### config.mk
export PLATFORM = sky130hd
export DESIGN_NAME = sata_link_tx_crc_appender
export DESIGN_NICKNAME = d
export VERILOG_FILES = /design/src/rtl/sata_link_tx_crc_appender.sv
export SDC_FILE = /design/constraint.sdc
export NUM_CORES = 1
export LEC_CHECK = 0
export BUFFER_PORTS_ARGS = -buffer_cell sky130_fd_sc_hd__buf_4
export CORE_ASPECT_RATIO = 0.8
export CORE_UTILIZATION = 45
export DETAILED_ROUTE_END_ITERATION = 10
export RECOVER_POWER = 50
export SYNTH_ARGS = -nofsm -noshare
export SYNTH_HDL_FRONTEND = slang
export SYNTH_SLANG_ARGS = --single-unit
### constraint.sdc
create_clock -name clk -period 4.36 [get_ports clk]
set_input_delay 0.436 -clock clk [delete_from_list [all_inputs] [get_ports clk]]
set_output_delay 0.436 -clock clk [all_outputs]
set_load 0.005 [all_outputs]
### src/rtl/sata_link_tx_crc_appender.sv
// Purpose: drains the showahead TX link FIFO, computes the SATA frame CRC over each
//   frame's data dwords and appends the CRC as the frame's final dword.
// Latency: one cycle from FIFO head to tx_*; the CRC dword takes the next free slot after eop.
// Backpressure: the output register holds while tx_valid & ~tx_ready; no FIFO pop then.
// Ports:
//   clk, reset (async, active-low)
//   fifo_data/fifo_eop/fifo_err/fifo_empty in, fifo_rdreq out: showahead FIFO read side
//   tx_data/tx_sop/tx_eop/tx_err/tx_valid out, tx_ready in: valid/ready stream to the framer
module sata_link_tx_crc_appender #(
  parameter logic [31:0] CRC_INIT = 32'h52325032,
  parameter logic [31:0] CRC_POLY = 32'h04C11DB7
) (
  input  logic        clk,
  input  logic        reset,
  input  logic [31:0] fifo_data,
  input  logic        fifo_eop,
  input  logic        fifo_err,
  output logic        fifo_rdreq,
  input  logic        fifo_empty,
  output logic [31:0] tx_data,
  output logic        tx_sop,
  output logic        tx_eop,
  output logic        tx_err,
  output logic        tx_valid,
  input  logic        tx_ready
);

  typedef enum logic {ST_DATA, ST_CRC} state_t;

  state_t      state;
  state_t      state_nxt;
  logic [31:0] crc;
  logic        first;
  logic        err_acc;
  logic        slot_free;
  logic        pop;
  logic        crc_load;

  // 32 bit-serial CRC steps, MSB of the data word first, unrolled into one cycle.
  function automatic logic [31:0] crc_next(input logic [31:0] c_in, input logic [31:0] d);
    logic [31:0] c;
    logic        fb;
    c = c_in;
    for (int i = 31; i >= 0; i--) begin
      fb = c[31] ^ d[i];
      c  = {c[30:0], 1'b0} ^ (fb ? CRC_POLY : 32'h0);
    end
    return c;
  endfunction

  // State register
  always_ff @(posedge clk or negedge reset) begin
    if (!reset) begin
      state <= ST_DATA;
    end else begin
      state <= state_nxt;
    end
  end

  // Next-state logic
  always_comb begin
    state_nxt = state;
    case (state)
      ST_DATA: if (pop && fifo_eop) state_nxt = ST_CRC;
      ST_CRC:  if (slot_free)       state_nxt = ST_DATA;
      default: state_nxt = ST_DATA;
    endcase
  end

  // Output / control logic. The pop is gated by reset so the FIFO is never
  // drained while the block is held in reset.
  always_comb begin
    slot_free  = ~tx_valid | tx_ready;
    pop        = reset & (state == ST_DATA) & ~fifo_empty & slot_free;
    crc_load   = (state == ST_CRC) & slot_free;
    fifo_rdreq = pop;
  end

  // Output register and per-frame CRC / error accumulation
  always_ff @(posedge clk or negedge reset) begin
    if (!reset) begin
      tx_data  <= 32'h0;
      tx_sop   <= 1'b0;
      tx_eop   <= 1'b0;
      tx_err   <= 1'b0;
      tx_valid <= 1'b0;
      crc      <= CRC_INIT;
      first    <= 1'b1;
      err_acc  <= 1'b0;
    end else if (pop) begin
      tx_data  <= fifo_data;
      tx_sop   <= first;
      tx_eop   <= 1'b0;
      tx_err   <= 1'b0;
      tx_valid <= 1'b1;
      crc      <= crc_next(crc, fifo_data);
      err_acc  <= err_acc | fifo_err;
      first    <= 1'b0;
    end else if (crc_load) begin
      // crc already includes the eop dword; restart accumulation for the next frame.
      tx_data  <= crc;
      tx_sop   <= 1'b0;
      tx_eop   <= 1'b1;
      tx_err   <= err_acc;
      tx_valid <= 1'b1;
      crc      <= CRC_INIT;
      err_acc  <= 1'b0;
      first    <= 1'b1;
    end else if (slot_free) begin
      // Nothing to send: bubble. crc/first/err_acc are kept across FIFO underruns.
      tx_valid <= 1'b0;
    end
  end

endmodule

; ---- Yosys cells after proc, flatten, opt, wreduce, memory -nomap -nowiden
; Cells that the tools add are included.
[word_totals]
ff_bits = 71
input_bits = 38
out_inout_bits = 37
wordCells = 134
[op_classes]
mux = 49
bitwise_logic = 73
n_reduce_logical = 3
[op_table]
columns = op, count
row1 = 32-bit by 27-bit XOR with 32-bit output, 32
row2 = 27-bit 2-to-1 mux, 32
row3 = 32-bit 2-to-1 mux, 4
row4 = 1-bit XOR, 32
row5 = 1-bit 2-to-1 mux, 12
row6 = 1-bit bitwise AND, 4
row7 = 1-bit inverter, 3
row8 = 3-bit nonzero test, 1
row9 = 1-bit bitwise OR, 2
row10 = 1-bit one-hot mux with 2 select lines, 1
row11 = 2-bit nonzero test, 1
row12 = 1-bit logical AND, 1

; ---- Logic depth before layout (Yosys ltp)
; Gate-level depths: netlist (run 1).
[logic_depth]
depth_word = 97
depth_mapped = 10
ltp_nobuf = 9

; ---- Worst setup path after synthesis (run 1)
; OpenSTA, ideal clock, no wires.
[synth_path]
path_type = register to register
startpoint = register crc[28]
endpoint = register crc[8]
setup_time_ns = 0.121
t_arrival_ns = 3.641
required_ns = 4.239
slack_ns = 0.598
path_stages_with_launch = 10
n_path_buf = 0
synth_period_minus_slack_ns = 3.762
cell_sequence = dfstp_2 > xnor2_1 > xnor3_2 > xnor2_4 > xnor3_2 > xnor2_4 > xor3_2 > xnor3_1 > xnor2_1 > a22o_1
[synth_between]
elab_chain_len = 43
elab_cells_between_ends = 65
cone_classes = 17 x mux / 48 x bitwise
[synth_lines]
columns = item, line
row1 = from (decl), 32  ; logic [31:0] crc;
row2 = from (signal assigned), 96  ; crc <= crc_next(crc, fifo_data);
row3 = 32-bit by 27-bit XOR with 32-bit output * (3 in series), 46  ; c = {c[30:0], 1'b0} ^ (fb ? CRC_POLY : 32'h0);
row4 = 1-bit XOR *, 45  ; fb = c[31] ^ d[i];
row5 = 27-bit 2-to-1 mux *, 46
row6 = 32-bit by 27-bit XOR with 32-bit output * (6 in series), 46
row7 = 1-bit XOR or 32-bit by 27-bit XOR with 32-bit output (tied branches), "45, 46"
row8 = 27-bit 2-to-1 mux or 32-bit by 27-bit XOR with 32-bit output (tied branches), 46
row9 = 32-bit by 27-bit XOR with 32-bit output * (6 in series), 46
row10 = 1-bit XOR or 32-bit by 27-bit XOR with 32-bit output (tied branches), "45, 46"
row11 = 27-bit 2-to-1 mux or 32-bit by 27-bit XOR with 32-bit output (tied branches), 46
row12 = 32-bit by 27-bit XOR with 32-bit output * (6 in series), 46
row13 = 1-bit XOR or 32-bit by 27-bit XOR with 32-bit output (tied branches), "45, 46"
row14 = 27-bit 2-to-1 mux or 32-bit by 27-bit XOR with 32-bit output (tied branches), 46
row15 = 32-bit by 27-bit XOR with 32-bit output * (6 in series), 46
row16 = 1-bit XOR or 32-bit by 27-bit XOR with 32-bit output (tied branches), "45, 46"
row17 = 27-bit 2-to-1 mux or 32-bit by 27-bit XOR with 32-bit output (tied branches), 46
row18 = 32-bit by 27-bit XOR with 32-bit output * (5 in series), 46
row19 = 32-bit 2-to-1 mux *, 90  ; end else if (pop) begin
; Every way passes the cells marked *; elsewhere a longest branch is shown, timed or not.
; A chain may end at the register's enable or synchronous reset.

; ---- Worst setup path in the final report (run 1)
[layout_path]
startpoint = register crc[30]
endpoint = register crc[9]
[layout_between]
elab_chain_len = 43
elab_cells_between_ends = 65
cone_classes = 17 x mux / 48 x bitwise
[layout_lines]
columns = item, line
row1 = 32-bit by 27-bit XOR with 32-bit output *, 46
row2 = 1-bit XOR *, 45
row3 = 27-bit 2-to-1 mux *, 46
row4 = 32-bit by 27-bit XOR with 32-bit output * (6 in series), 46
row5 = 1-bit XOR or 32-bit by 27-bit XOR with 32-bit output (tied branches), "45, 46"
row6 = 27-bit 2-to-1 mux or 32-bit by 27-bit XOR with 32-bit output (tied branches), 46
row7 = 32-bit by 27-bit XOR with 32-bit output * (6 in series), 46
row8 = 1-bit XOR or 32-bit by 27-bit XOR with 32-bit output (tied branches), "45, 46"
row9 = 27-bit 2-to-1 mux or 32-bit by 27-bit XOR with 32-bit output (tied branches), 46
row10 = 32-bit by 27-bit XOR with 32-bit output * (6 in series), 46
row11 = 1-bit XOR or 32-bit by 27-bit XOR with 32-bit output (tied branches), "45, 46"
row12 = 27-bit 2-to-1 mux or 32-bit by 27-bit XOR with 32-bit output (tied branches), 46
row13 = 32-bit by 27-bit XOR with 32-bit output * (10 in series), 46
row14 = 1-bit XOR, 45
row15 = 27-bit 2-to-1 mux, 46
row16 = 32-bit by 27-bit XOR with 32-bit output * (3 in series), 46
row17 = 32-bit 2-to-1 mux *, 90
; Marked as above.

==> key figures, run 1 <==
STA
  – TNS Setup: 0 ns
  – Crit path time final: between 4 and 5 ns
  – Finish-stage setup viols: 0
  – Relative slew slack: -25.3%
  – Final Worst Setup Slack: 0.316 ns
  – Final Slew Violations: slightly above 70
  – Crit share post-route: roughly 90%
  – Worst Tran Pin Value: 1.88 ns
  – Fmax: between 200 and 250 MHz
  – RSZ-0062 raised after global routing: no
  – Clock skew: ~0.0056 ns
  – Hold Fails Final Rpt: 0

Place
  – Port Buf Inserts: between 70 and 80
  – Final HPWL DP: ~14000 um
  – Setup WS pre-CTS: a little under 0.3 ns
  – RD Place Congestion: between 0.9 and 1

Critical path
  – Startpoint types: register
  – CP required: between 4 and 5 ns
  – CP Class: register to register
  – Arrival time at the worst endpoint: about 4.3 ns
  – Worst setup EP type: register
  – CP max FO: 6

Detailed routing
  – Final Routed Wirelength: about 18000 um
  – Pre-antenna DRT Iters: 5
  – Vias per cell: around 5.4
  – # DRC: 0
  – Remaining antenna violation count: 0
  – WL per Instance: around 23 um
  – DR vias: ~4300
  – DR iter-0 viols: around 350

Die
  – Boundary Pins: between 70 and 80
  – Die X: 134 um
  – Die Ht: between 100 and 150 um
  – Starting Density: 46.2%
  – Row Count: 38
  – Full die area: around 14000 um2
  – Core area: 13600 um2

GRT
  – Largest net degree at the start of global routing: 72
  – Overall fraction of global-route tracks in use: around a quarter
  – Total grt overflow: 0
  – First-pass GRT wire length: 27100 um
  – Initial antenna violation count: 0
  – Vias in the first global route: 4251

Synthesis
  – Synth async-reset ratio: 100%
  – Synthesis Warnings: 0
  – Syn_nets: between 500 and 600
  – Synthesized area: between 6000 and 7000 um2
  – Post-synthesis sequential area ratio: approximately 29%
  – Post-synth EDFFs: 0
  – Ys flop type: dfrtp_1
  – Gate Count Post-Synth: 510
  – Mean area per synthesized cell: 12.3 um2
  – Netlist cell types: 31
  – FF+latch count, synth: between 70 and 80

Status
  – Status: complete, but fails checks
  – Violated checks: capacitance limit, slew limit

Clock network
  – Post_cts resized: 0
  – Cts hold-fix bufs: 0
  – Post-CTS Setup Bufs: 0
  – Worst-path clk slew: approximately 0.06 ns
  – H-tree depth: 3
  – Clk sinks: 71
  – CTS tree: done
  – Max clock buf depth: 2
  – Root Buffer: clkbuf_16
  – Clk_lat worst skew: roughly 0.35 ns
  – CTS buffer count: 9

Final layout
  – ANT cells: 0
  – Register area: ~1800 um2
  – FILL cells: between 1000 and 1500
  – Area growth, synth to finish: 20.7%
  – Nets: 644
  – Share of cells above drive strength 1: 29.7%
  – Footprint of the multi-input gates: approximately 4400 um2

Hold path
  – Hold Crit Class: primary input to register

Job
  – Max-cap violation count: 1
[worst paths after layout]
path / to / depth (start not counted) / slack, ns / from
max: crc[9]$_DFFE_PN0P_ / 9 / 0.32 / crc[30]$_DFFE_PN1P_
min: err_acc$_DFFE_PN0P_ / 3 / 0.34 / fifo_err
max reg2reg: crc[9]$_DFFE_PN0P_ / 9 / 0.32 / crc[30]$_DFFE_PN1P_
min reg2reg: tx_data[0]$_DFFE_PN0P_ / 2 / 0.48 / tx_data[0]$_DFFE_PN0P_
max in group asynchronous: tx_data[4]$_DFFE_PN0P_ / 2 / 2.49 / reset
min in group asynchronous: tx_err$_DFFE_PN0P_ / 2 / 0.77 / reset
[cell families (layout without fill, tap and decap cells)]
| kind of cell | Yosys count | after routing | share of synthesized area, % |
|---|---|---|---|
| xor gates and xnor gates | 256 | 256 | 53.2 |
| and+or+nand+nor | 31 | 31 | 2.06 |
| buffers and inverters | 23 | 123 | 1.84 |
| AOI/OAI and AO/OA | 123 | 123 | 13.4 |
| DFF | 71 | 71 | 28.6 |
| muxes | 6 | 6 | 0.959 |
[metrics by stage]
step / instance area, um2 / instances / hold WS (ns) / utilization [%]
floorplan: 6270 / 510 / 0.140 / -
global placement: 7200 / 775 / 0.462 / 53.2
detailed placement: 7200 / 775 / 0.474 / 53.2
CTS: 7570 / 790 / 0.331 / 55.9
global route: 7560 / 790 / 0.368 / 55.8
finish: 7560 / 790 / 0.335 / 55.8
[flip-flops by register name, summed over array words and instances (netlist names)]
signal    cells
first         1
state         1
tx_sop        1
tx_data      32
tx_valid      1
tx_eop        1
err_acc       1
tx_err        1
crc          32
[layer usage]
metal / routed length, um / vias up / global-route usage [%]
li1: - / 1977 / -
met2: 8090 / 115 / 39.9
met4: 196 / 0 / 6.90
met5: 0 / - / 0
met3: 769 / 11 / 3.63
met1: 8890 / 2164 / 40.1
[cell type report]
| cell class | count | area share (%) |
|---|---|---|
| multi-input combinational | 416 | 57.8 |
| clock inverter | 5 | 1.70 |
| timing repair buffer | 108 | 10.6 |
| tap | 180 | 2.98 |
| clock buffer | 10 | 3.16 |
| sequential | 71 | 23.7 |
[cells in the final DEF, fill, tap and decap left out, types with 2 or more instances in the layout]
master / synthesis / routed
a21o_1: 2 / 2
a21oi_1: 12 / 12
clkbuf_16: 0 / 9
xnor2_4: 11 / 11
nand2b_1: 2 / 2
o21ai_0: 33 / 33
mux2i_1: 6 / 6
clkbuf_4: 0 / 18
xnor3_4: 7 / 7
xnor2_1: 140 / 140
xnor2_2: 9 / 9
bufinv_16: 0 / 4
nor2_1: 16 / 14
xor2_1: 41 / 41
dfstp_2: 12 / 12
xor3_2: 2 / 2
dfrtp_1: 59 / 59
nand2_1: 10 / 10
buf_4: 0 / 88
xor2_4: 2 / 2
xnor3_1: 29 / 29
a22o_1: 23 / 23
xor3_4: 2 / 2
a22oi_1: 52 / 52
xnor3_2: 9 / 9
xor3_1: 3 / 3
[synthesized netlist by cell type (3+ instances only)]
| library cell | number | area share [%] |
|---|---|---|
| xnor2_1 | 140 | 20 |
| xnor2_2 | 9 | 2.3 |
| xnor2_4 | 11 | 4.8 |
| dfstp_2 | 12 | 5.0 |
| xnor3_4 | 7 | 2.9 |
| nor2_1 | 16 | 0.96 |
| a21oi_1 | 12 | 0.96 |
| clkbuf_1 | 18 | 1.1 |
| xor3_1 | 3 | 1.1 |
| xnor3_2 | 9 | 3.4 |
| a22oi_1 | 52 | 6.2 |
| dfrtp_1 | 59 | 24 |
| o21ai_0 | 33 | 2.6 |
| nand2_1 | 10 | 0.60 |
| a22o_1 | 23 | 3.2 |
| xor2_1 | 41 | 5.7 |
| mux2i_1 | 6 | 0.96 |
| xnor3_1 | 29 | 10 |
[worst max-delay path, cell delays in order, from the launching register on]
cell and delay, ns:
dfstp_2 0.62, xor2_1 0.24, xnor3_2 0.58, xnor3_2 0.42, xnor3_2 0.48, xnor2_4 0.38, xor2_4 0.31, xor3_2 0.52
xor2_1 0.27, a22o_1 0.17
Power of run 1 is left out: the tool's default activity adds up to more than one toggle a clock period on the data nets, which glitch-free logic cannot reach.
==> run 2: changes to the inputs <==
--- a/config.mk
+++ b/config.mk
@@ -6,8 +6,10 @@
 export NUM_CORES = 1
 export LEC_CHECK = 0
 export BUFFER_PORTS_ARGS = -buffer_cell sky130_fd_sc_hd__buf_4
+export CAP_MARGIN = 30
 export CORE_ASPECT_RATIO = 0.8
 export CORE_UTILIZATION = 45
+export CTS_BUF_LIST = sky130_fd_sc_hd__clkbuf_4
 export DETAILED_ROUTE_END_ITERATION = 10
 export RECOVER_POWER = 50
 export SYNTH_ARGS = -nofsm -noshare
==> run 2 against run 1 <==
The flow still finishes with violations (capacitance limit, slew limit). Worst hold slack worse by 0.11 ns. Critical path depth stayed put. Non-clock buffer count is 5 higher. Wire length is 0.90% lower. Core utilization is 0.78 points lower. Sequential share of layout area is 0.33 points higher. Global-route usage is 0.35 points lower. Clock skew is 0.0072 ns higher. Critical endpoint unchanged. Worst setup slack worse by 0.055 ns. Register-to-register slack worse by 0.05 ns. Fmax is 1.3% lower.
==> key figures, run 2 (synthesized netlist as in run 1, its figures left out) <==
Job
  – Max-cap violation count: 2

Final layout
  – Share of cells above drive strength 1: between 20% and 30%
  – Top Registers: crc: 32 flops, tx_data: 32 flops
  – Fin util: 55.1%
  – Commonest non-fill, non-tap cell in the layout: xnor2_1
  – FILL cells: around 1200
  – Most frequent cells in the layout: xnor2_1, buf_4, dfrtp_1, a22oi_1, xor2_1
  – Area growth, synth to finish: 19.0%
  – Nets: about 650

Detailed routing
  – Final Routed Wirelength: between 15000 and 20000 um
  – WL per Instance: around 22 um
  – DR vias: 4356
  – Vias per cell: ~5.5
  – Pre-antenna DRT Iters: 5
  – Remaining antenna violation count: 0
  – # DRC: 0
  – DR iter-0 viols: between 200 and 300

STA
  – Crit path time final: 4.10 ns
  – Relative slew slack: -44.3%
  – WHS: roughly 0.22 ns
  – Final Slew Violations: between 70 and 80
  – Clock skew: about 0.013 ns
  – Finish-stage setup viols: 0
  – Fmax: around 240 MHz
  – Worst Tran Pin Value: between 2 and 2.5 ns
  – Final Worst Setup Slack: between 0.2 and 0.3 ns
  – Hold Fails Final Rpt: 0
  – Crit share post-route: a little over nine tenths
  – RSZ-0062 raised after global routing: no
  – TNS Setup: 0 ns

Place
  – Setup WS pre-CTS: 0.270 ns
  – RD Place Congestion: between 0.9 and 1
  – Final HPWL DP: about 14000 um
  – Port Buf Inserts: 74

Critical path
  – Worst path slowest cell: dfstp_2
  – Worst R2R Start: crc[30]$_DFFE_PN1P_
  – CP Class: register to register
  – CP required: roughly 4.8 ns
  – Slowest stage delay, CP: roughly 0.63 ns
  – Arrival time at the worst endpoint: between 4 and 5 ns
  – Startpoint types: register
  – Critical path's top delay family: XOR/XNOR gates
  – CP Launch Point: crc[30]$_DFFE_PN1P_
  – WP buf/inv: 0
  – Worst setup EP type: register
  – Critical path cell sequence: xor2_1 -> xnor3_2 -> xnor3_2 -> xnor3_2 -> xnor2_4 -> xor2_4 -> xor3_2 -> xor2_1 -> a22o_1
  – CP most frequent cell: xnor3_2
  – CP max FO: 6

GRT
  – First-pass GRT wire length: ~27000 um
  – Overall fraction of global-route tracks in use: a little over a quarter
  – Total grt overflow: 0
  – Vias in the first global route: about 4300
  – Largest net degree at the start of global routing: between 70 and 80
  – Initial antenna violation count: 1

Die
  – Die X: between 100 and 150 um
  – Core area: 13600 um2
  – Full die area: roughly 14000 um2
  – Starting Density: 46.2%
  – Row Count: 38
  – Boundary Pins: 75
  – Die Ht: roughly 110 um

Clock network
  – H-tree depth: 3
  – Cts hold-fix bufs: 0
  – Worst-path clk slew: about 0.13 ns
  – CTS tree: done
  – Post-CTS Setup Bufs: 0
  – Root Buffer: clkbuf_4
  – Max clock buf depth: 2
  – CTS buffer count: 9
  – Clk sinks: 71
  – Post_cts resized: 0
  – Clk_lat worst skew: 0.47 ns

Status
  – Violated checks: capacitance limit, slew limit
  – Status: complete, but fails checks

Hold path
  – Hold Crit Class: primary input to register
  – HP Start: fifo_err
[run 2: changes by cell type in the layout (fill, tap and decap cells not counted), sizes merged]
cell / previous run / this run
diode: 0 / 1
clkinv: 0 / 1
buf: 88 / 92
[run 2: tightest hold or removal path, stage by stage]
cell	delay, ns
buf_4	0.08
a21oi_1	0.05
nor2_1	0.10
[run 2: routing by layer]
layer / share of wire [%] / GRT usage (%) / vias to the layer above / routed length [um]
li1: - / - / 1986 / -
met1: 49 / 39.0 / 2231 / 8740
met2: 44 / 38.4 / 118 / 7820
met3: 5.0 / 4.52 / 21 / 894
met4: 1.8 / 8.85 / 0 / 325
met5: 0 / 0 / - / 0
[run 2: final timing paths]
path,end,cells after the start,slack (ns)
hold reg to reg,tx_data[0]$_DFFE_PN0P_,2,0.49
min in group asynchronous,err_acc$_DFFE_PN0P_,2,0.59
setup / recovery,crc[9]$_DFFE_PN0P_,9,0.26
max in group asynchronous,tx_data[4]$_DFFE_PN0P_,3,0.98
hold / removal,err_acc$_DFFE_PN0P_,3,0.22
setup reg to reg,crc[9]$_DFFE_PN0P_,9,0.26
[run 2: final cells by class]
class                   count  area, um2  share of cell area [%]
diodes                      1       2.50                  0.0335
clock buffers               9       67.6                   0.906
clock inverters             6        133                    1.78
multi-input cells         416       4380                    58.7
flip-flops and latches     71       1790                    24.0
well taps                 180        225                    3.02
repair buffers            113        865                    11.6
[run 2: per-stage QoR]
stage	area (um2)	instances
2_1_floorplan	6270	510
3_3_place_gp	7200	775
3_5_place_dp	7260	778
4_1_cts	7460	793
5_1_grt	7460	796
6_report	7460	796
Power of run 2 is left out for the same reason.
